### src/rtl/buzzer_arbiter_if.sv
// Requester/buzzer signal bundle for buzzer_arbiter.
// The master side drives requests; the slave side (the arbiter) drives the buzzer outputs.
interface buzzer_arbiter_if;
  logic [2:0] en;
  logic [2:0] req;
  logic [3:0] note0;
  logic [3:0] note1;
  logic [3:0] note2;
  logic [3:0] note_out;
  logic       note_on;
  logic [2:0] grant;
  logic [2:0] done;
  logic       busy;

  modport master (
    output en, req, note0, note1, note2,
    input  note_out, note_on, grant, done, busy
  );

  modport slave (
    input  en, req, note0, note1, note2,
    output note_out, note_on, grant, done, busy
  );
endinterface

### src/rtl/buzzer_arbiter.sv
// Fixed-priority (0 > 1 > 2) buzzer arbiter with minimum on-time before preemption
// and a fixed silent gap between consecutive grants. All outputs are registered.
module buzzer_arbiter #(
  parameter int GAP_CYCLES = 1000,
  parameter int MIN_ON     = 5000
) (
  input  logic              clk,
  input  logic              rst,
  buzzer_arbiter_if.slave   bus
);

  typedef enum logic [1:0] {
    IDLE = 2'd0,
    ON   = 2'd1,
    GAP  = 2'd2
  } state_t;

  localparam logic [15:0] MIN_ON_C   = 16'(MIN_ON);
  localparam logic [15:0] GAP_LAST_C = 16'(GAP_CYCLES - 1);

  state_t      state_reg, state_next;
  logic [1:0]  owner_reg, owner_next;
  logic [3:0]  note_out_reg, note_out_next;
  logic        note_on_reg, note_on_next;
  logic [2:0]  grant_reg, grant_next;
  logic [2:0]  done_reg, done_next;
  logic        busy_reg, busy_next;
  logic [15:0] on_cnt_reg, on_cnt_next;
  logic [15:0] gap_cnt_reg, gap_cnt_next;

  logic [2:0]  active;
  logic [1:0]  win_idx;
  logic [2:0]  win_onehot;
  logic [3:0]  win_note;
  logic [3:0]  owner_note;
  logic        owner_lost;
  logic        higher_active;
  logic        release_now;

  genvar gi;
  generate
    for (gi = 0; gi < 3; gi++) begin : g_active
      assign active[gi] = bus.req[gi] & bus.en[gi];
    end
  endgenerate

  always_comb begin
    win_idx    = 2'd0;
    win_onehot = 3'b000;
    win_note   = bus.note0;
    if (active[0]) begin
      win_idx    = 2'd0;
      win_onehot = 3'b001;
      win_note   = bus.note0;
    end else if (active[1]) begin
      win_idx    = 2'd1;
      win_onehot = 3'b010;
      win_note   = bus.note1;
    end else if (active[2]) begin
      win_idx    = 2'd2;
      win_onehot = 3'b100;
      win_note   = bus.note2;
    end
  end

  always_comb begin
    case (owner_reg)
      2'd0:    owner_note = bus.note0;
      2'd1:    owner_note = bus.note1;
      default: owner_note = bus.note2;
    endcase
  end

  // For a one-hot owner, grant-1 is exactly the mask of higher-priority requesters.
  assign owner_lost    = |(grant_reg & ~active);
  assign higher_active = |(active & (grant_reg - 3'd1));
  assign release_now   = owner_lost
                       | (owner_note != note_out_reg)
                       | (higher_active && (on_cnt_reg == MIN_ON_C));

  always_comb begin
    state_next    = state_reg;
    owner_next    = owner_reg;
    note_out_next = note_out_reg;
    note_on_next  = note_on_reg;
    grant_next    = grant_reg;
    done_next     = 3'b000;
    on_cnt_next   = on_cnt_reg;
    gap_cnt_next  = gap_cnt_reg;

    case (state_reg)
      IDLE: begin
        note_on_next = 1'b0;
        grant_next   = 3'b000;
        if (|active) begin
          state_next    = ON;
          owner_next    = win_idx;
          note_out_next = win_note;
          note_on_next  = 1'b1;
          grant_next    = win_onehot;
          on_cnt_next   = 16'd0;
        end
      end
      ON: begin
        if (release_now) begin
          state_next   = GAP;
          note_on_next = 1'b0;
          grant_next   = 3'b000;
          done_next    = grant_reg;
          gap_cnt_next = 16'd0;
        end else if (on_cnt_reg != MIN_ON_C) begin
          on_cnt_next = on_cnt_reg + 16'd1;
        end
      end
      GAP: begin
        note_on_next = 1'b0;
        grant_next   = 3'b000;
        if (gap_cnt_reg >= GAP_LAST_C) begin
          state_next = IDLE;
        end else begin
          gap_cnt_next = gap_cnt_reg + 16'd1;
        end
      end
      default: begin
        state_next   = IDLE;
        note_on_next = 1'b0;
        grant_next   = 3'b000;
      end
    endcase

    busy_next = (state_next != IDLE);
  end

  always_ff @(posedge clk or negedge rst) begin
    if (!rst) begin
      state_reg    <= IDLE;
      owner_reg    <= 2'd0;
      note_out_reg <= 4'd0;
      note_on_reg  <= 1'b0;
      grant_reg    <= 3'b000;
      done_reg     <= 3'b000;
      busy_reg     <= 1'b0;
      on_cnt_reg   <= 16'd0;
      gap_cnt_reg  <= 16'd0;
    end else begin
      state_reg    <= state_next;
      owner_reg    <= owner_next;
      note_out_reg <= note_out_next;
      note_on_reg  <= note_on_next;
      grant_reg    <= grant_next;
      done_reg     <= done_next;
      busy_reg     <= busy_next;
      on_cnt_reg   <= on_cnt_next;
      gap_cnt_reg  <= gap_cnt_next;
    end
  end

  assign bus.note_out = note_out_reg;
  assign bus.note_on  = note_on_reg;
  assign bus.grant    = grant_reg;
  assign bus.done     = done_reg;
  assign bus.busy     = busy_reg;

endmodule

### src/flat_wrapper.sv
// flat-port wrapper written by rule: the top's interface ports become plain ports
module buzzer_arbiter_flat 
#(
  parameter int GAP_CYCLES = 1000,
  parameter int MIN_ON     = 5000
)
  (clk, rst, bus_en, bus_req, bus_note0, bus_note1, bus_note2, bus_note_out, bus_note_on, bus_grant, bus_done, bus_busy);
  buzzer_arbiter_if bus_i ();
  input  logic clk;
  input  logic rst;
  input wire logic [$bits(bus_i.en)-1:0] bus_en;
  input wire logic [$bits(bus_i.req)-1:0] bus_req;
  input wire logic [$bits(bus_i.note0)-1:0] bus_note0;
  input wire logic [$bits(bus_i.note1)-1:0] bus_note1;
  input wire logic [$bits(bus_i.note2)-1:0] bus_note2;
  output wire logic [$bits(bus_i.note_out)-1:0] bus_note_out;
  output wire logic [$bits(bus_i.note_on)-1:0] bus_note_on;
  output wire logic [$bits(bus_i.grant)-1:0] bus_grant;
  output wire logic [$bits(bus_i.done)-1:0] bus_done;
  output wire logic [$bits(bus_i.busy)-1:0] bus_busy;
  assign bus_i.en = bus_en;
  assign bus_i.req = bus_req;
  assign bus_i.note0 = bus_note0;
  assign bus_i.note1 = bus_note1;
  assign bus_i.note2 = bus_note2;
  assign bus_note_out = bus_i.note_out;
  assign bus_note_on = bus_i.note_on;
  assign bus_grant = bus_i.grant;
  assign bus_done = bus_i.done;
  assign bus_busy = bus_i.busy;
  buzzer_arbiter #(.GAP_CYCLES(GAP_CYCLES), .MIN_ON(MIN_ON)) u_core (.clk(clk), .rst(rst), .bus(bus_i));
endmodule
### config.mk
export PLATFORM = sky130hd
export DESIGN_NAME = buzzer_arbiter_flat
export DESIGN_NICKNAME = d
export VERILOG_FILES = /design/src/rtl/buzzer_arbiter_if.sv /design/src/rtl/buzzer_arbiter.sv /design/src/flat_wrapper.sv
export SDC_FILE = /design/constraint.sdc
export NUM_CORES = 1
export LEC_CHECK = 0
export CORE_ASPECT_RATIO = 1.2
export CORE_MARGIN = 2
export CORE_UTILIZATION = 45
export DETAILED_ROUTE_END_ITERATION = 6
export PLACE_DENSITY = 0.66
export RECOVER_POWER = 25
export SYNTH_ARGS = -nofsm -noshare
export SYNTH_HDL_FRONTEND = slang
export SYNTH_SLANG_ARGS = --single-unit
### constraint.sdc
create_clock -name clk -period 4.41 [get_ports clk]
set_clock_uncertainty 0.15 [all_clocks]
set_input_delay 0.441 -clock clk [delete_from_list [all_inputs] [get_ports clk]]
set_output_delay 0.441 -clock clk [all_outputs]
set_load 0.03 [all_outputs]
Yosys cells after proc, flatten, opt, wreduce, memory -nomap -nowiden:

Index checks and enable logic that the tools add are counted.

* register bits after elaboration: 48
* input port bits: 20
* output and inout bits: 12

* add/subtract/negate cells: 3
* order comparisons: 1
* eq/ne operators: 11
* multiplexer cells: 29
* bitwise gates (word level): 8
* reduce and logical (&&, ||, !) cells: 12

Operator list (count)
* 16-bit two-way mux: 5
* 16-bit case mux with 2 select lines: 2
* 16-bit by 1-bit adder with 16-bit output (second input constant): 2
* 3-bit two-way mux: 7
* 16-bit by 13-bit == test with 1-bit output (second input constant): 1
* 16-bit by 10-bit >= comparator with 1-bit output (second input constant): 1
* 16-bit by 13-bit != test with 1-bit output (second input constant): 1
* 2-bit two-way mux: 6
* 4-bit two-way mux: 3
* 3-bit OR reduction: 3
* 4-bit case mux with 2 select lines: 1
* 3-bit AND: 2
* 2-bit by 1-bit != test with 1-bit output (second input constant): 3
* 2-bit case mux with 3 select lines: 1
* 3-bit case mux with 2 select lines: 1
* 2-bit nonzero test: 3
* 2-bit by 1-bit == test with 1-bit output (second input constant): 2
* 2-bit logical NOT: 2
* 2-bit != test (second input constant): 2
* 4-bit != test: 1
* 4-bit AND reduction: 1
* 1-bit AND: 3
* 3-bit NOT: 1
* 3-bit AND reduction: 1
* 7 further kinds: 9

Longest topological paths before layout:

Gate-level depths: netlist of run 1.

* word-level depth: 9
* depth in mapped cells: 10

Worst setup path before layout of run 1:

Ideal clock, no wire load.

* path kind: flip-flop to flip-flop
* start point: register u_core.grant_reg[0], in the netlist u_core.bus.grant[0]
* end point: register u_core.gap_cnt_reg[2]
* setup time: 0.122 ns
* arrival time: 2.365 ns
* slack: 1.773 ns
* stages on the path, launching flop included: 11
* buffers on the path: 2
* cell sequence: dfrtp_1 inv_1 ha_1 xor2_1 a222oi_1 o211ai_1 nor4_4 buf_6 buf_6 mux2i_1 nand2_1

* word-level cells in the longest chain between the ends: 7
* elaborated cells on any way between the ends: 10
* those cells by class: add/sub: 1; eq/ne: 1; bitwise: 4; reduce/logical: 4

RTL lines
* start: declaration: RTL line buzzer_arbiter.sv:25 `logic [2:0] grant_reg, grant_next;`
* start signal: assignment: RTL line buzzer_arbiter.sv:150 `grant_reg <= grant_next;`
* 3-bit by 1-bit subtractor with 3-bit output: RTL line buzzer_arbiter.sv:76 `assign higher_active = |(active & (grant_reg - 3'd1));`
* 3-bit AND: RTL line buzzer_arbiter.sv:76
* 3-bit OR reduction: RTL line buzzer_arbiter.sv:76
* 1-bit logical AND: RTL line buzzer_arbiter.sv:79 `| (higher_active && (on_cnt_reg == MIN_ON_C));`
* 1-bit bitwise OR *: RTL line buzzer_arbiter.sv:79
* 2-bit by 1-bit != test with 1-bit output (no line) *
* 3-bit AND reduction (no line) *
* end signal: assignment: RTL line buzzer_arbiter.sv:154 `gap_cnt_reg <= gap_cnt_next;`
* end: declaration: RTL line buzzer_arbiter.sv:29 `logic [15:0] gap_cnt_reg, gap_cnt_next;`

Mark *: on every way between the ends. The rest lies on a longest branch, timed or not.
A chain may end at the register's enable or synchronous reset.

Worst setup path after layout of run 1:

* start point: input port bus_req[0]
* end point: register u_core.on_cnt_reg[10]

* word-level cells in the longest chain between the ends: 8
* elaborated cells on any way between the ends: 13
* those cells by class: eq/ne: 2; bitwise: 6; reduce/logical: 5

RTL lines
* start: declaration: RTL line flat_wrapper.sv:12 `input wire logic [$bits(bus_i.req)-1:0] bus_req;`
* 1-bit AND *: RTL line buzzer_arbiter.sv:43 `assign active[gi] = bus.req[gi] & bus.en[gi];`
* 3-bit NOT: RTL line buzzer_arbiter.sv:75 `assign owner_lost = |(grant_reg & ~active);`
* 3-bit AND: RTL line buzzer_arbiter.sv:75
* 3-bit OR reduction: RTL line buzzer_arbiter.sv:75
* 1-bit bitwise OR: RTL line buzzer_arbiter.sv:78 `| (owner_note != note_out_reg)`
* 1-bit bitwise OR: RTL line buzzer_arbiter.sv:79
* 2-bit != test (no line)
* 4-bit AND reduction (no line) *
* end signal: assignment: RTL line buzzer_arbiter.sv:153 `on_cnt_reg <= on_cnt_next;`
* end: declaration: RTL line buzzer_arbiter.sv:28 `logic [15:0] on_cnt_reg, on_cnt_next;`

Marked as above.

==> impl_metrics.yaml, run 1 <==
cells_and_area:
  diodes: 0
  final_common_cell: "dfrtp_1"
  layout_common_cells: "dfrtp_1 (48), nand2_1 (43), clkdlybuf4s50_1 (30)"
  syn2layout_area_growth_pct: 13.6
  drive_above_1_share_pct: 7.16
  final_util_pct: 52.6
  fill_cells: 648
  nets: 404
worst_setup_path:
  critPathMaxFanout: 13
  crit_path_end_kind: "register"
  cp-start-kind: "input port"
  crit_slowest_cell: "o31ai_2"
  arrival_ns: 3.20
  cp_common_cell: "nand4_1"
  max_stage_delay_ns: 0.82
  crit_type: "in2reg"
  crit_required_ns: 4.45
  worstPathCellList: "clkdlybuf4s50_1 -> nand2_1 -> a222oi_1 -> nand4_1 -> o31ai_2 -> nand4_1 -> mux2i_1"
yosys:
  syn_avg_cell_area_um2: 8.96
  synth_top_area_cell: "dfrtp_1"
  yosys_warnings: 0
  ys_ff_latch: 48
  ys_seq_area_share_pct: 38.1
  synth_nets: 380
  synth_top_area_share_pct: 38.1
  synth.area.top_cells: "dfrtp_1 (38%), nand2_1 (5.1%), mux2i_1 (5.1%), ha_1 (3.2%), nand4_1 (2.8%)"
  ys_async_sr_fraction_pct: 100
  synth_edf_count: 0
  yosysUniqueCellTypes: 66
  syn-cell-area_um2: 3150
  synthFlopType: "dfrtp_1"
  netlist_instances: 352
power_and_ir_drop:
  ir_worst_vdd_uv: 271
  clockPowerShare_pct: 16.4
  p_seq_share_pct: 33.7
  power_frac_comb_pct: 49.9
  powerDensity_nw_per_um2: 478
  p_switching_mw: 0.780
  swShare_pct: 45.6
  p_int_mw: 0.932
  power.leakage_nw: 1.51
routing:
  routed_wl_um: 7310
  routed_via_density: 5.85
  antenna_left: 0
  vias: 2716
  drt_first_pass_iters: 4
  drcViolationCount: 0
  wl_per_cell_um: 15.8
  drt_iter0_drc: 110
timing:
  rsz0062_at_grt: "false"
  finalMaxSlewViolations: 49
  fin_crit_ns: 3.16
  max_freq_ghz: 0.317
  setup_tns_ns: 0
  relSlewSlack_pct: -77.7
  setup_ws_ns: 1.25
  holdWs_ns: 0.375
  setup_viol: 0
  finalHoldViolations: 0
  worst-slew-pin-transition_ns: 2.67
  period_share_pct: 71.6
floorplan:
  std_cell_rows: 33
  die_w_um: 80.4
  die_y_um: 95.7
  dieArea_um2: 7700
  initial_core_util_pct: 46.3
  ios: 32
  coreArea_um2: 6810
placed_design:
  portBuffers: 31
  pre_cts_slack_ns: 1.00
  finalWeightedCongestion: 0.828
  dp_hpwl_um: 5300
clock_network:
  ctsResizeCount: 0
  htreeDepth: 2
  cts.clk_slew.worst_paths_ns: 0.10
  clockBufferDepth: 2
  insertion_delay_ns: 0.31
  cts_tree: "yes"
  postCtsHoldBufs: 0
  numCtsBuffers: 5
  post-cts-setup-buffers: 0
  cts-root-buf: "clkbuf_8"
  clkSinkCount: 48
global_routing:
  grt_pass1_wl_um: 12400
  grtUsageTotal_pct: 20.4
  grt_max_degree: 49
  grt.overflow.total: 0
  antenna_found_initial: 0
  grt_pass1_vias: 2660
outcome:
  outcome: "finished with violations"
  violations: "capacitance limit, slew limit"
run:
  cap_viol_max_count: 1
worst_hold_path:
  hp-class: "reg2reg"
[power groups by stage]
stage / Sequential (mW) / Clock (mW) / Combinational (mW)
5_1_grt: 0.587 / 0.309 / 0.940
2_1_floorplan: 0.619 / 0 / 0.587
4_1_cts: 0.576 / 0.290 / 0.857
6_report: 0.577 / 0.280 / 0.855
3_5_place_dp: 0.586 / 0 / 0.851
3_3_place_gp: 0.579 / 0 / 0.844
[final cells by class]
cell class,count,area [um2],share of cell area (%)
flip-flops and latches,48,1200,33.5
repair buffers,33,317,8.83
clock buffers,5,68.8,1.92
clock inverters,3,22.5,0.628
well taps,87,109,3.04
multi-input cells,264,1780,49.5
inverters,24,90.1,2.51
[routing by layer]
| metal | vias to the layer above | GRT usage, % | share of wire [%] |
|---|---|---|---|
| met4 | 0 | 4.94 | 0.82 |
| met1 | 1332 | 25.2 | 45 |
| li1 | 1334 | - | - |
| met2 | 44 | 36.9 | 52 |
| met5 | - | 0 | 0 |
| met3 | 6 | 3.56 | 2.8 |
[path summary, 6_finish.rpt]
| kind | startpoint | to | slack [ns] | cells after the start |
|---|---|---|---|---|
| hold / removal | u_core.bus.note_on$_DFFE_PN0N_ | u_core.bus.note_on$_DFFE_PN0N_ | 0.37 | 2 |
| hold reg to reg | u_core.bus.note_on$_DFFE_PN0N_ | u_core.bus.note_on$_DFFE_PN0N_ | 0.37 | 2 |
| max in group asynchronous | rst | u_core.gap_cnt_reg[15]$_DFFE_PN0P_ | 1.69 | 2 |
| min in group asynchronous | rst | u_core.owner_reg[0]$_DFFE_PN0P_ | 0.91 | 2 |
| setup reg to reg | u_core.bus.grant[0]$_DFFE_PN0N_ | u_core.gap_cnt_reg[14]$_DFFE_PN0P_ | 1.38 | 9 |
| setup / recovery | bus_req[0] | u_core.on_cnt_reg[10]$_DFFE_PN0P_ | 1.25 | 7 |
[cells by family after synthesis]
| group | after synthesis | share of synthesized area [%] |
|---|---|---|
| DFF | 48 | 38.1 |
| AOI/OAI and AO/OA | 80 | 19.2 |
| and+or+nand+nor | 153 | 25.9 |
| muxes | 20 | 6.98 |
| buffers and inverters | 40 | 5.63 |
| adders and majority gates | 8 | 3.17 |
| xor gates and xnor gates | 3 | 1.07 |
[worst max-delay path, delay by kind of cell]
kind                   cells  cell delay, ns
multiplexers               1            0.18
AO/OA/AOI/OAI              2            1.42
AND/OR/NAND/NOR            3            0.66
buffers and inverters      1            0.49
[cell usage after synthesis, drive strengths merged, types with 4 or more instances]
| library cell | instances |
|---|---|
| dfrtp | 48 |
| nand2 | 43 |
| inv | 23 |
| nor2 | 23 |
| mux2i | 17 |
| nand3 | 14 |
| nand4 | 14 |
| o21ai | 14 |
| a21oi | 11 |
| clkbuf | 11 |
| or3 | 9 |
| and2 | 8 |
| ha | 8 |
| nand2b | 8 |
| a31oi | 7 |
| and3 | 6 |
| a211oi | 5 |
| buf | 5 |
| nor2b | 5 |
| nor3 | 5 |
| o211ai | 5 |
| a211o | 4 |
| and4 | 4 |
| nor4 | 4 |
| o21a | 4 |
[per-stage QoR]
stage	instance area [um2]	cells	power [mW]
finish	3580	464	1.71
global route	3580	464	1.84
global placement	3500	456	1.42
CTS	3590	464	1.72
floorplan	3150	352	1.21
detailed placement	3500	456	1.44
Note: power is estimated with default switching activity, not from simulation.
==> run 2, diff against run 1 <==
PLACE_DENSITY = 0.68   (was 0.66)
clock period = 2.8 ns   (was 4.41 ns; I/O delays follow)
==> run 2 against run 1 <==
Effect of this change: the flow now finishes without violations; global-route usage about the same; total power increased by 69%; wire length increased by 2.5%; worst hold slack got worse by 0.0031 ns; sequential share of layout area decreased by 1.7 points; critical path depth increased by 3; sequential power increased by 55%; register-to-register slack got worse by 1.2 ns; core utilization increased by 2.8 points; clock-buffer cell count increased by 1; cell area increased by 5.3%; first-iteration DRC count increased by 60%.
==> impl_metrics.yaml, run 2 (synthesis gave the netlist of run 1 again) <==
global_routing:
  grt_pass1_wl_um: 12500
  grtUsageTotal_pct: 20.4
  antenna_found_initial: 0
  grt_pass1_vias: 2691
  grt_max_degree: 49
  grt_use_met3_pct: 2.91
  met1_usage_pct: 26.4
  met2_usage_pct: 36.2
  grt-busiest-layer: "met2"
  grt.overflow.total: 0
clock_network:
  cts-root-buf: "clkbuf_8"
  clkSinkCount: 48
  clockBufferDepth: 2
  htreeDepth: 2
  insertion_delay_ns: 0.30
  cts.clk_slew.worst_paths_ns: 0.09
  cts_tree: "yes"
  numCtsBuffers: 5
worst_setup_path:
  reg2reg_from: "u_core.bus.grant[0]$_DFFE_PN0N_"
  crit_required_ns: 2.83
  critPathMaxFanout: 25
  r2r_cells: 10
  crit_path_end_kind: "register"
  arrival_ns: 2.66
  cp-start-kind: "register"
  crit_type: "reg2reg"
  crit_start: "u_core.bus.grant[0]$_DFFE_PN0N_"
worst_hold_path:
  hp-start: "u_core.on_cnt_reg[2]$_DFFE_PN0P_"
  whs_path_depth: 1
  hp-class: "reg2reg"
timing:
  setup_ws_ns: 0.171
  setup_tns_ns: 0
  fin_crit_ns: 2.63
  relSlewSlack_pct: 18.8
  setup_viol: 0
  finalMaxSlewViolations: 0
  rsz0062_at_grt: "false"
  worst-slew-pin-transition_ns: 1.22
  finalHoldViolations: 0
  max_freq_ghz: 0.380
  period_share_pct: 93.9
cells_and_area:
  nets: 425
  final_common_cell: "dfrtp_1"
  layout_common_cells: "dfrtp_1 (48), nand2_1 (43), clkdlybuf4s50_1 (30)"
  drive_above_1_share_pct: 11.8
  diodes: 0
  syn2layout_area_growth_pct: 19.6
routing:
  vias: 2793
  routed_wl_um: 7490
  drt_iter0_drc: 176
  wl_per_cell_um: 15.5
  drt_first_pass_iters: 6
  routed_via_density: 5.76
  drcViolationCount: 0
  antenna_left: 0
floorplan:
  initial_core_util_pct: 46.3
  dieArea_um2: 7700
  ios: 32
  die_y_um: 95.7
  coreArea_um2: 6810
  die_w_um: 80.4
  std_cell_rows: 33
placed_design:
  dp_hpwl_um: 5540
  finalWeightedCongestion: 0.860
  pre_cts_slack_ns: 0.0380
  portBuffers: 31
run:
  cap_viol_max_count: 0
power_and_ir_drop:
  powerDensity_nw_per_um2: 765
  ir_worst_vdd_uv: 517
  total_power_mw: 2.89
  power.leakage_nw: 1.62
outcome:
  outcome: "finished, final reports clean"
[run 2: changes by cell type in the layout (fill, tap and decap cells not counted)]
cell           delta
buf_4            +19
buf_12            +1
bufinv_16         +1
clkbuf_2          +1
clkinv_4          -1
dlygate4sd3_1     +1
inv_6             -1
[run 2: metrics by stage]
step / cells / cell area, um2 / util [%] / hold slack, ns
floorplan: 352 / 3150 / - / -0.166
global placement: 476 / 3660 / 53.7 / 0.270
detailed placement: 476 / 3660 / 53.7 / 0.274
CTS: 485 / 3780 / 55.4 / 0.371
global route: 485 / 3770 / 55.4 / 0.411
finish: 485 / 3770 / 55.4 / 0.371
[run 2: critical path, stage by stage, from the launching register on]
cell and delay (ns):
dfrtp_1 0.36, inv_1 0.08, ha_1 0.21, xor2_1 0.14
a222oi_1 0.38, buf_4 0.18, o211ai_1 0.12, nor4_4 0.32
buf_12 0.21, nor3_1 0.09, mux2_2 0.28
[run 2: routing by layer]
metal,vias up,wire length (um)
met2,48,3880
met4,0,61
met5,-,0
met1,1361,3340
met3,6,209
li1,1378,-
[run 2: path summary, 6_finish.rpt]
check	endpoint	slack, ns
min in group asynchronous	u_core.bus.note_out[0]$_DFFE_PN0P_	0.69
max in group asynchronous	u_core.gap_cnt_reg[14]$_DFFE_PN0P_	1.06
hold reg to reg	u_core.on_cnt_reg[2]$_DFFE_PN0P_	0.37
setup reg to reg	u_core.gap_cnt_reg[0]$_DFFE_PN0P_	0.17
setup / recovery	u_core.gap_cnt_reg[0]$_DFFE_PN0P_	0.17
hold / removal	u_core.on_cnt_reg[2]$_DFFE_PN0P_	0.37
[run 2: layout make-up]
cell class | count | area (um2)
well taps | 87 | 109
flip-flops and latches | 48 | 1200
clock buffers | 6 | 72.6
multi-input cells | 264 | 1780
fillers | 620 | 3040
repair buffers | 54 | 490
clock inverters | 2 | 35.0
inverters | 24 | 90.1
[run 2: what timing repair did]
| action | 4_1_cts | 5_1_grt |
|---|---|---|
| gates resized for setup | 0 | 0 |
| setup buffers | 0 | 0 |
| setup endpoints to repair | 0 | 0 |
| hold endpoints to repair | 48 | 0 |
| hold buffers | 1 | 0 |
[run 2: where the power goes]
group	leakage [nW]	internal (mW)	switching, mW
registers	0.649	0.788	0.109
clock network	0.0552	0.265	0.235
logic	0.919	0.604	0.887
total	1.62	1.66	1.23
